`src/rtl/fifo_sync_flags_pkg.sv`:
```
// Shared helpers for the single-clock FIFO: address-width function and
// read-port latency selectors for the embedded RAM.
package fifo_sync_flags_pkg;

  localparam int RD_LAT_COMB = 0;
  localparam int RD_LAT_REG  = 1;

  function automatic int log2(input int n);
    return (n <= 1) ? 1 : $clog2(n);
  endfunction

endpackage

```
`src/rtl/fifo_ram_sdp.sv`:
```
// Simple dual-port RAM: synchronous write port and a read port that is either
// combinational or registered (write-first on an address collision).
module fifo_ram_sdp
  import fifo_sync_flags_pkg::*;
#(
  parameter int DATA_WIDTH   = 8,
  parameter int DEPTH        = 32,
  parameter int READ_LATENCY = RD_LAT_REG
) (
  input  logic                     i_clk,
  input  logic                     i_reset,
  input  logic                     i_wrEn,
  input  logic [log2(DEPTH)-1:0]   i_wrAddr,
  input  logic [DATA_WIDTH-1:0]    i_wrData,
  input  logic                     i_rdEn,
  input  logic [log2(DEPTH)-1:0]   i_rdAddr,
  output logic [DATA_WIDTH-1:0]    o_rdData
);

  logic [DATA_WIDTH-1:0] r_mem [DEPTH];

  always_ff @(posedge i_clk) begin
    if (i_wrEn) begin
      r_mem[i_wrAddr] <= i_wrData;
    end
  end

  generate
    if (READ_LATENCY == RD_LAT_COMB) begin : g_combRead
      assign o_rdData = r_mem[i_rdAddr];
    end else begin : g_regRead
      // Write-first bypass lets a look-ahead read see a word written on the same edge
      always_ff @(posedge i_clk or posedge i_reset) begin
        if (i_reset) begin
          o_rdData <= '0;
        end else if (i_rdEn) begin
          o_rdData <= (i_wrEn && (i_wrAddr == i_rdAddr)) ? i_wrData : r_mem[i_rdAddr];
        end
      end
    end
  endgenerate

endmodule

```
`src/rtl/fifo_sync_flags.sv`:
```
// Single-clock FIFO with occupancy count, programmable threshold flags,
// optional first-word-fall-through read and sticky overflow/underflow flags.
module fifo_sync_flags
  import fifo_sync_flags_pkg::*;
#(
  parameter int DATA_WIDTH   = 8,
  parameter int FIFO_DEPTH   = 32,
  parameter int FWFT         = 0,
  parameter int AFULL_LEVEL  = FIFO_DEPTH - 2,
  parameter int AEMPTY_LEVEL = 2
) (
  input  logic                      rd_clk,
  input  logic                      PresetFull,
  input  logic                      wr_en,
  input  logic [DATA_WIDTH-1:0]     data_in,
  input  logic                      rd_en,
  input  logic                      clr_err,
  output logic [DATA_WIDTH-1:0]     data_out,
  output logic                      full,
  output logic                      empty,
  output logic                      almost_full,
  output logic                      almost_empty,
  output logic [log2(FIFO_DEPTH):0] count,
  output logic                      overflow,
  output logic                      underflow
);

  localparam int AW = log2(FIFO_DEPTH);
  localparam int CW = AW + 1;

  generate
    if ((FIFO_DEPTH < 4) || ((FIFO_DEPTH & (FIFO_DEPTH - 1)) != 0)) begin : g_badDepth
      $error("fifo_sync_flags: FIFO_DEPTH must be a power of two and at least 4");
    end
    if ((AFULL_LEVEL < 1) || (AFULL_LEVEL > FIFO_DEPTH) || (AEMPTY_LEVEL < 0)) begin : g_badLevel
      $error("fifo_sync_flags: threshold levels out of range");
    end
  endgenerate

  logic [AW-1:0]         r_wrPtr;
  logic [AW-1:0]         r_rdPtr;
  logic [CW-1:0]         r_count;
  logic                  r_full;
  logic                  r_empty;
  logic                  r_almostFull;
  logic                  r_almostEmpty;
  logic                  r_overflow;
  logic                  r_underflow;

  logic                  w_push;
  logic                  w_pop;
  logic [CW-1:0]         w_nextCount;
  logic [AW-1:0]         w_nextRdPtr;
  logic                  w_ramRdEn;
  logic [AW-1:0]         w_ramRdAddr;
  logic [DATA_WIDTH-1:0] w_ramData;

  // FWFT keeps the output register loaded with the head of the next state,
  // so it reads one address ahead whenever the FIFO will not be empty.
  always_comb begin
    w_push      = wr_en & ~r_full;
    w_pop       = rd_en & ~r_empty;
    w_nextCount = r_count + CW'(w_push) - CW'(w_pop);
    w_nextRdPtr = r_rdPtr + AW'(w_pop);
    w_ramRdEn   = w_pop;
    w_ramRdAddr = r_rdPtr;
    if (FWFT != 0) begin
      w_ramRdEn   = (w_nextCount != '0);
      w_ramRdAddr = w_nextRdPtr;
    end
  end

  always_ff @(posedge rd_clk or posedge PresetFull) begin
    if (PresetFull) begin
      r_wrPtr       <= '0;
      r_rdPtr       <= '0;
      r_count       <= '0;
      r_full        <= 1'b0;
      r_empty       <= 1'b1;
      r_almostFull  <= (AFULL_LEVEL == 0);
      r_almostEmpty <= 1'b1;
      r_overflow    <= 1'b0;
      r_underflow   <= 1'b0;
    end else begin
      if (w_push) begin
        r_wrPtr <= r_wrPtr + AW'(1);
      end
      r_rdPtr       <= w_nextRdPtr;
      r_count       <= w_nextCount;
      r_full        <= (w_nextCount == CW'(FIFO_DEPTH));
      r_empty       <= (w_nextCount == '0);
      r_almostFull  <= (w_nextCount >= CW'(AFULL_LEVEL));
      r_almostEmpty <= (w_nextCount <= CW'(AEMPTY_LEVEL));
      // A fresh error outranks a concurrent clear
      r_overflow    <= (r_overflow & ~clr_err) | (wr_en & r_full);
      r_underflow   <= (r_underflow & ~clr_err) | (rd_en & r_empty);
    end
  end

  fifo_ram_sdp #(
    .DATA_WIDTH   (DATA_WIDTH),
    .DEPTH        (FIFO_DEPTH),
    .READ_LATENCY (RD_LAT_REG)
  ) u_ram (
    .i_clk    (rd_clk),
    .i_reset  (PresetFull),
    .i_wrEn   (w_push),
    .i_wrAddr (r_wrPtr),
    .i_wrData (data_in),
    .i_rdEn   (w_ramRdEn),
    .i_rdAddr (w_ramRdAddr),
    .o_rdData (w_ramData)
  );

  assign data_out     = w_ramData;
  assign full         = r_full;
  assign empty        = r_empty;
  assign almost_full  = r_almostFull;
  assign almost_empty = r_almostEmpty;
  assign count        = r_count;
  assign overflow     = r_overflow;
  assign underflow    = r_underflow;

endmodule

```
`config.mk`:
```
export PLATFORM = sky130hd
export DESIGN_NAME = fifo_sync_flags
export DESIGN_NICKNAME = d
export VERILOG_FILES = /design/src/rtl/fifo_sync_flags_pkg.sv /design/src/rtl/fifo_ram_sdp.sv /design/src/rtl/fifo_sync_flags.sv
export SDC_FILE = /design/constraint.sdc
export NUM_CORES = 1
export LEC_CHECK = 0
export ABC_AREA = 1
export BUFFER_PORTS_ARGS = -buffer_cell sky130_fd_sc_hd__buf_4
export CAP_MARGIN = 5
export CELL_PAD_IN_SITES_DETAIL_PLACEMENT = 1
export CELL_PAD_IN_SITES_GLOBAL_PLACEMENT = 1
export CORE_UTILIZATION = 40
export DETAILED_ROUTE_END_ITERATION = 12
export HOLD_SLACK_MARGIN = 0.12
export PLACE_DENSITY = 0.8
export SLEW_MARGIN = 20
export SYNTH_ARGS = -nofsm -noshare
export SYNTH_HDL_FRONTEND = slang
export SYNTH_SLANG_ARGS = --single-unit
```
`constraint.sdc`:
```
create_clock -name rd_clk -period 2.51 [get_ports rd_clk]
set_clock_uncertainty 0.05 [all_clocks]
set_input_delay 0.502 -clock rd_clk [delete_from_list [all_inputs] [get_ports rd_clk]]
set_output_delay 0.502 -clock rd_clk [all_outputs]
set_load 0.01 [all_outputs]
```
Yosys cells after proc, flatten, opt, wreduce, memory -nomap -nowiden
Memory sizes are Yosys's and may differ from the RTL's. A register that Yosys moved wholly into a read port is not among the register bits.
Cells that the tools add are included.
{"block": "totals", "n_memories": 1, "ramBits": 256, "output_inout_bits": 20, "in_bits": 13, "regBits": 22, "elab_cells": 31}
{"block": "op_classes", "mux": 2, "magnitude_cmp": 2, "bitwise": 11, "n_addsub": 4, "n_eq_ne": 1, "reduce_logical": 1}
{"name": "u_ram.r_mem", "depth": 32, "width": 8, "rd": 1, "rd_ports_with_merged_regs": 1, "wr": 1, "line": "fifo_ram_sdp.sv:20", "source": "logic [DATA_WIDTH-1:0] r_mem [DEPTH];"}
{"operator": "6-bit by 1-bit adder with 6-bit output", "n": 1}
{"operator": "1-bit bitwise AND", "n": 6}
{"operator": "6-bit == test (second input constant)", "n": 1}
{"operator": "6-bit by 5-bit greater-or-equal comparator with 1-bit output (second input constant)", "n": 1}
{"operator": "6-bit by 2-bit <= comparator with 1-bit output (second input constant)", "n": 1}
{"operator": "6-bit zero test", "n": 1}
{"operator": "6-bit by 1-bit subtractor with 6-bit output", "n": 1}
{"operator": "5-bit by 1-bit adder with 5-bit output", "n": 1}
{"operator": "5-bit by 1-bit adder with 5-bit output (second input constant)", "n": 1}
{"operator": "1-bit inverter", "n": 3}
{"operator": "1-bit two-way mux", "n": 2}
{"operator": "1-bit bitwise OR", "n": 2}

Depth between registers and ports, before layout
Gate-level depths: netlist of the first run.
{"block": "logic_depth", "ltp_word": 5, "depth_mapped": 15, "depth_no_buf": 15}

Modules after synthesis
From an unflattened synthesis of the first run, not the netlist that was laid out.
{"block": "hier_totals", "cells_unflattened": 1115, "area_unflattened_um2": 12182.9}
{"mod": "fifo_ram_sdp", "area_per_inst_um2": 11079.4, "seq_area_each_um2": 7887.6, "n_inst": 1, "cells_per_inst": 1001}
{"mod": "fifo_sync_flags", "area_per_inst_um2": 1103.6, "seq_area_each_um2": 553.0, "n_inst": 1, "cells_per_inst": 114}

Worst setup path after synthesis of the first run
No wires, ideal clock.
{"block": "synth_timing", "kind": "input to register", "from": "in rd_en", "to": "reg r_almostFull, in the netlist almost_full", "path_slack_ps": -188, "required_ps": 2377, "arrival_ps": 2565, "setup_time_ps": 83, "cell_stages": 14, "n_path_buf": 0, "path_cell_list": "inv_1 nor2_1 clkinv_1 nor2_1 inv_1 nand2_1 ha_1 inv_1 fa_1 nand3b_1 nand2_1 xor2_1 nand3_1 o21ai_0"}
{"block": "synth_between", "elab_chain_cells": 3}
{"element": "start, declared", "line": "fifo_sync_flags.sv:16", "source": "input logic rd_en,"}
{"element": "1-bit bitwise AND", "line": "fifo_sync_flags.sv:62", "source": "w_pop = rd_en & ~r_empty;"}
{"element": "6-bit by 1-bit subtractor with 6-bit output", "line": "fifo_sync_flags.sv:63", "source": "w_nextCount = r_count + CW'(w_push) - CW'(w_pop);"}
{"element": "named net w_nextCount[4]", "line": "fifo_sync_flags.sv:52", "source": "logic [CW-1:0] w_nextCount;"}
{"element": "6-bit by 5-bit greater-or-equal comparator with 1-bit output", "line": "fifo_sync_flags.sv:92", "source": "r_almostFull <= (w_nextCount >= CW'(AFULL_LEVEL));"}
{"element": "end signal, assigned", "line": "fifo_sync_flags.sv:80", "source": "r_almostFull <= (AFULL_LEVEL == 0);"}
{"element": "end signal, assigned", "line": "fifo_sync_flags.sv:92"}
{"element": "end, declared", "line": "fifo_sync_flags.sv:45", "source": "logic r_almostFull;"}
The timed path passes the listed nets, and every way through them passes these cells.
A chain may end at the register's enable or synchronous reset.

Worst setup path in the final report of the first run
{"block": "layout_timing", "from": "reg r_empty, in the netlist empty", "to": "reg r_almostFull, in the netlist almost_full"}
{"block": "layout_between", "elab_chain_cells": 4}
{"element": "start, declared", "line": "fifo_sync_flags.sv:44", "source": "logic r_empty;"}
{"element": "start signal, assigned", "line": "fifo_sync_flags.sv:91", "source": "r_empty <= (w_nextCount == '0);"}
{"element": "1-bit inverter", "line": "fifo_sync_flags.sv:62"}
{"element": "1-bit bitwise AND", "line": "fifo_sync_flags.sv:62"}
{"element": "6-bit by 1-bit subtractor with 6-bit output", "line": "fifo_sync_flags.sv:63"}
{"element": "named net w_nextCount[4]", "line": "fifo_sync_flags.sv:52"}
{"element": "6-bit by 5-bit greater-or-equal comparator with 1-bit output", "line": "fifo_sync_flags.sv:92"}
The timed path passes the listed nets, and every way through them passes these cells.

==> run summary, run 1 <==
Status -> finished clean
Post-layout min period -> 2.40 ns
Mean area per synthesized cell -> 10.7 sq um
CTS tree -> built
Finished Cell Area -> 14400 sq um
Congestion Overflow GR -> 0
DP HPWL -> 20900 um
Pleak -> 5.82 nW
Slew HR -> 59.5%
RSZ-0062 raised after global routing -> false
Synth cell count leaders -> nand2_1, edfxtp_1, nand3_1
CP delay by family, top -> simple AND/OR/NAND/NOR gates
Unique masters post-synth -> 31
Final Cycle Share -> 95.5%
Crit path launch type -> flop
DR DRC count -> 0
Synth area leader -> edfxtp_1
GRT Resource Usage Total -> 22.2%
CP Cell Sequence -> nor2_4 > clkinv_2 > buf_4 > nand2_1 > nand2_1 > ha_1 > inv_1 > fa_2 > nand3b_1 > nand2_2 > xor2_4 > nand3_1 > o21ai_1
Vias -> 8708
Synthesized Nets -> 1179
CTS sink count -> 286
Post-Route WL -> 34000 um
Seq/Total Area, Yosys -> 68.2%
DR iter-0 viols -> 588
Final Setup Violations -> 0
Final slew viol count -> 0
Post-Syn Area -> 12400 sq um
Max Cap Viol -> 0
Number of diodes -> 0
Post-route ant nets -> 0
Worst skew pair latency -> 0.56 ns
Root buffer cell -> clkbuf_16
CP dominant cell by count -> nand2_1
Die H -> 178 um
EDFF count, synth -> 256
Critical path's slowest cell -> dfstp_2
Worst vdd ir -> 0.666 mV
Top cells by area, synth -> edfxtp_1, nand2_1, dfrtp_1, nand3_1, nor2_1
Post-synth top flop -> edfxtp_1
Data arrival, critical path -> 2.83 ns
Layout cells sized above 1 -> 13.1%
Die area -> 31600 sq um
Crit-path max cell delay -> 0.56 ns
Asr flop ratio synth -> 10.5%
Count leader, synth -> nand2_1
Port buffer count -> 32
CTS clk-pin slew, worst paths -> 0.06 ns
Clock H-tree levels -> 1
DR WL/cell -> 20.6 um
Drt pass-1 iters -> 7
Worst path bufs/invs -> 3
Fin cells -> 1648
Layout net count -> 1251
Max Fclk -> 0.417 GHz
First-pass GRT wire length -> 52600 um
Syn Inst Count -> 1155
Die Width -> 178 um
Post-DR vias/cell -> 5.28
Tot Pwr -> 18.0 mW
Synth warn -> 0
Top Ports -> 33
Vias in the first global route -> 9479
Critical Path RT -> 2.95 ns
Cell Rows -> 64
Place WS -> -0.226 ns
Antenna violations before repair -> 0
Area grow syn2layout -> 16.8%
Placed cell count -> 1587
Worst slew pin tran -> 0.606 ns
Synth Register Bits -> 286
Pin count of the biggest net entering global routing -> 127
Setup Crit Path Kind -> reg2reg
Core Area -> 30500 sq um
CP Max Fanout -> 4
Final Hold Vio Count -> 0
Worst Hold Slack -> 0.158 ns
Dpl cell area -> 13200 sq um
Hold/Removal Path Class -> in2reg
Initial Utilization -> 40.5%
Num CTS Buffers -> 31
Longest Clk Path Bufs -> 3
PwrDens -> 1240 nW/um^2
Gpl congestion -> 0.836
CP endpoint kind -> flop
Yosys top cell area share -> 62.2%
Final WS setup -> 0.113 ns
worst paths after layout:
check | from | to | slack [ns] | cells after the start
max | empty | almost_full | 0.11 | 13
min | rd_en | underflow | 0.16 | 3
max reg2reg | empty | almost_full | 0.11 | 13
min reg2reg | u_ram.o_rdData[3] | u_ram.o_rdData[3] | 0.44 | 2
max in group asynchronous | PresetFull | empty | 1.52 | 4
min in group asynchronous | PresetFull | r_wrPtr[4] | 0.56 | 4
repair_timing:
item / 4_1_cts / 5_1_grt
setup buffers: 0 / 1
resized for setup: 2 / 8
pin swaps: 0 / 2
endpoints found under the setup margin: 4 / 4
endpoints found under the hold margin: 30 / 0
hold buffers: 2 / 0
cloned: 0 / 0
worst register-to-register path, delay by kind of cell, from the launching register on:
family	cells	cell delay [ns]
fa+ha+maj	2	0.53
xor+xnor	1	0.20
simple gates	6	0.58
buf+inv	3	0.24
compound gates	1	0.15
flops	1	0.56
flip-flops by register name, indices dropped and copies added, names as in the netlist:
| signal | cells |
|---|---|
| r_rdPtr | 5 |
| almost_full | 1 |
| r_wrPtr | 5 |
| underflow | 1 |
| u_ram.r_mem | 256 |
| count | 6 |
| empty | 1 |
| almost_empty | 1 |
| u_ram.o_rdData | 8 |
| full | 1 |
| overflow | 1 |
cells in the final DEF, fill, tap and decap left out, types with 2 or more instances in the layout:
cell / count
nand2_1: 388
edfxtp_1: 256
nand3_1: 126
nor2_1: 121
buf_4: 88
inv_1: 80
clkbuf_16: 31
dfrtp_1: 26
a21oi_1: 21
o21ai_0: 19
o211ai_1: 12
bufinv_16: 11
ha_1: 10
xor2_1: 8
clkinv_1: 6
clkinv_2: 6
nand4_1: 4
inv_2: 3
o22ai_1: 3
buf_12: 3
nor2_2: 2
nand3b_1: 2
nor3_2: 2
o21ai_1: 2
dfstp_2: 2
clkbuf_1: 2
clkinv_4: 2
clkinvlp_4: 2
dlygate4sd3_1: 2
layer usage:
metal  vias to the layer above  part of all wire, %  track usage (%)
met5                         -                    0                0
met4                         0                  3.8             9.40
met1                      4380                   40             26.8
met3                        91                  5.2             3.68
met2                       247                   51             39.0
li1                       3990                    -                -
where the power goes:
group	internal, mW	switching [mW]
sequential	5.71	0.363
combinational	2.06	4.53
clock	3.39	1.93
total	11.2	6.83
cell type report:
class	instances	area, sq um
Clock buffer	33	783
Clock inverter	25	412
Fill cell	3258	16100
Inverter	87	330
Multi-Input combinational cell	728	3240
Sequential cell	286	8450
Tap cell	396	495
Timing Repair Buffer	93	741
through the flow:
step,TNS (ns),util (%)
after detailed placement,-0.965,43.2
after floorplan,0,-
after global placement,-0.0142,43.2
after global routing,0,47.4
after CTS,0,47.2
final,0,47.4
cell families after synthesis:
| group | Yosys count | synth area share [%] |
|---|---|---|
| XOR/XNOR | 10 | 0.708 |
| AND/OR/NAND/NOR | 649 | 21.2 |
| adder cells (fa/ha/maj) | 11 | 1.17 |
| flip-flops | 286 | 68.2 |
| AO/OA/AOI/OAI | 58 | 2.68 |
| buffers and inverters | 141 | 5.97 |
Power figures use the tool's default switching activity.
==> run 2, diff against run 1 <==
- CORE_MARGIN: default -> 2
- CORE_UTILIZATION: 40 -> 45
- PLACE_DENSITY: 0.8 -> 0.87
==> run summary, run 2 (synthesis results as in run 1) <==
Status -> finished clean
Setup Crit Path Kind -> reg2reg
DR iter-0 viols -> 690 (+17%)
Final slew viol count -> 0 (unchanged)
Post-route ant nets -> 0 (unchanged)
Cell Rows -> 60 (-6.3%)
Port buffer count -> 32 (unchanged)
Worst slew pin tran -> 0.871 ns (+0.265 ns)
CP delay by family, top -> simple AND/OR/NAND/NOR gates
Antenna violations before repair -> 1 (+1)
Die Width -> 170 um (-4.5%)
Tot Pwr -> 17.2 mW (-4.5%)
Combinational Power Share -> 39.3% (+2.6 points)
Congestion Overflow GR -> 0 (unchanged)
Initial Utilization -> 45.9% (+5.4 points)
DP HPWL -> 21400 um (+2.7%)
Worst vdd ir -> 0.729 mV (+9.5%)
Fin Setup TNS -> 0 ns (unchanged)
Flop pwr share -> 35.3% (+1.5 points)
CTS tree -> built
Gpl congestion -> 0.891 (+6.5%)
RSZ-0062 raised after global routing -> true
Critical Path RT -> 2.93 ns (-0.02 ns)
CP Cell Sequence -> nor2_4 > clkinv_2 > buf_4 > nand2_1 > nand2_1 > ha_2 > inv_2 > fa_2 > buf_4 > xnor2_2 > nor2_2 > nand3_1 > nor3_2
Num CTS Buffers -> 30 (-3.2%)
Sw Ratio -> 39.4% (+1.5 points)
Worst skew pair latency -> 0.56 ns (about the same)
Post-DR vias/cell -> 5.51 (+4.3%)
Top Ports -> 33 (unchanged)
Post-layout util -> 52.7% (+5.3 points)
Pleak -> 5.72 nW (-1.7%)
DRT met1 WL -> 13600 um (-0.67%)
Commonest non-fill, non-tap cells in the layout -> nand2_1, edfxtp_1, nand3_1
Clock share of power -> 25.5% (-4.1 points)
Core Area -> 27000 sq um (-12%)
Commonest non-fill, non-tap cell in the layout -> nand2_1
Crit path launch type -> flop
Final Setup Violations -> 0 (unchanged)
Area grow syn2layout -> 14.7%
GRT Resource Usage Total -> 24.6% (+2.4 points)
Pin count of the biggest net entering global routing -> 86 (-32%)
Layout cells sized above 1 -> 12.2% (-0.86 points)
CTS clk-pin slew, worst paths -> 0.06 ns (about the same)
Top layer reached by signal wires -> met5
CTS sink count -> 286 (unchanged)
Internal reg-to-reg setup slack -> 0.12 ns (about the same)
PwrDens -> 1210 nW/um^2 (-2.8%)
Data arrival, critical path -> 2.81 ns (-0.02 ns)
Die H -> 170 um (-4.5%)
Internal Pwr Total -> 10.4 mW (-6.9%)
Worst path bufs/invs -> 4 (+1)
Post-Route WL -> 34800 um (+2.4%)
First-pass GRT wire length -> 53400 um (+1.4%)
Metal3 WL -> 1720 um (-3.3%)
Max Cap Viol -> 0 (unchanged)
Vias -> 8772 (+0.73%)
Wire length on met2 -> 18300 um (+6.1%)
CP endpoint kind -> flop
Longest Clk Path Bufs -> 3 (unchanged)
Number of flip-flops in the largest register -> 256 (unchanged)
Drt pass-1 iters -> 5 (-2)
Hold/Removal Path Class -> in2reg
Die area -> 28800 sq um (-8.9%)
Biggest register -> u_ram.r_mem
Layout net count -> 1251 (unchanged)
Root buffer cell -> clkbuf_16
DR DRC count -> 0 (unchanged)
Post-layout min period -> 2.39 ns (-0.00980 ns)
CP Max Fanout -> 4 (unchanged)
Vias in the first global route -> 9464 (-0.16%)
Critical path's slowest cell -> dfstp_2
Clock H-tree levels -> 1 (unchanged)
Final Hold Vio Count -> 0 (unchanged)
Crit-path max cell delay -> 0.56 ns (about the same)
DR WL/cell -> 21.9 um (+6.1%)
Slew HR -> 41.9% (-18 points)
Final Cycle Share -> 95.1% (-0.39 points)
Switching pwr -> 6.77 mW (-0.78%)
Number of diodes -> 0 (unchanged)
Max Fclk -> 0.419 GHz (+0.41%)
run 2: cell count changes in the layout (fill, tap and decap cells not counted), moves of 2 or more:
cell | previous run | this run
buf_12 | 3 | 6
buf_4 | 88 | 84
bufinv_16 | 11 | 3
clkbuf_1 | 2 | 7
clkinv_1 | 6 | 11
clkinv_4 | 2 | 0
clkinvlp_4 | 2 | 0
dlygate4sd3_1 | 2 | 4
run 2: worst paths after layout:
kind                              startpoint  depth (start not counted)                end
max                                    empty                         13               full
min                               data_in[4]                          1  u_ram.r_mem[4][4]
max reg2reg                            empty                         13               full
min reg2reg                u_ram.o_rdData[1]                          2  u_ram.o_rdData[1]
max in group asynchronous         PresetFull                          4         r_wrPtr[3]
min in group asynchronous         PresetFull                          3  u_ram.o_rdData[4]
run 2: worst register-to-register path, stage by stage, from the launching register on:
cell and delay, ns:
dfstp_2 0.56, nor2_4 0.05, clkinv_2 0.05, buf_4 0.10, nand2_1 0.04, nand2_1 0.07
ha_2 0.19, inv_2 0.04, fa_2 0.35, buf_4 0.15, xnor2_2 0.18, nor2_2 0.16
nand3_1 0.14, nor3_2 0.17
run 2: routing by layer:
layer	global-route usage, %	up-vias
li1	-	3988
met1	29.1	4423
met2	45.1	265
met3	3.50	94
met4	9.62	2
met5	0	-
run 2: layout make-up:
| type | instances | area [sq um] |
|---|---|---|
| well taps | 341 | 427 |
| multi-input cells | 728 | 3250 |
| clock buffers | 38 | 802 |
| fillers | 2862 | 12800 |
| inverters | 87 | 330 |
| repair buffers | 94 | 791 |
| flip-flops and latches | 286 | 8450 |
| clock inverters | 17 | 149 |
run 2: power groups by stage:
stage               Sequential [mW]  Clock [mW]  Combinational (mW)
floorplan                      6.05           0                4.30
global placement               6.10           0                5.98
detailed placement             6.13           0                6.37
CTS                            6.04        4.39                6.57
global route                   6.10        4.57                7.36
finish                         6.05        4.37                6.74
run 2: repair_timing:
item,in CTS,in global routing
gates resized for setup,1,12
setup endpoints to repair,2,5
pin swaps,0,3
hold buffers,4,0
hold endpoints to repair,19,0
setup buffers,1,0
run 2: stage by stage:
| stage | setup slack (ns) | hold slack (ns) | std cells | cell area [sq um] |
|---|---|---|---|---|
| 6_report | 0.122 | 0.346 | 1591 | 14200 |
| 5_1_grt | 0.0189 | 0.342 | 1591 | 14200 |
| 4_1_cts | 0.00163 | 0.336 | 1591 | 14100 |
| 3_5_place_dp | -0.264 | 0.429 | 1531 | 13100 |
| 3_3_place_gp | -0.00732 | 0.417 | 1531 | 13100 |
| 2_1_floorplan | 0.00223 | 0.451 | 1155 | 12400 |
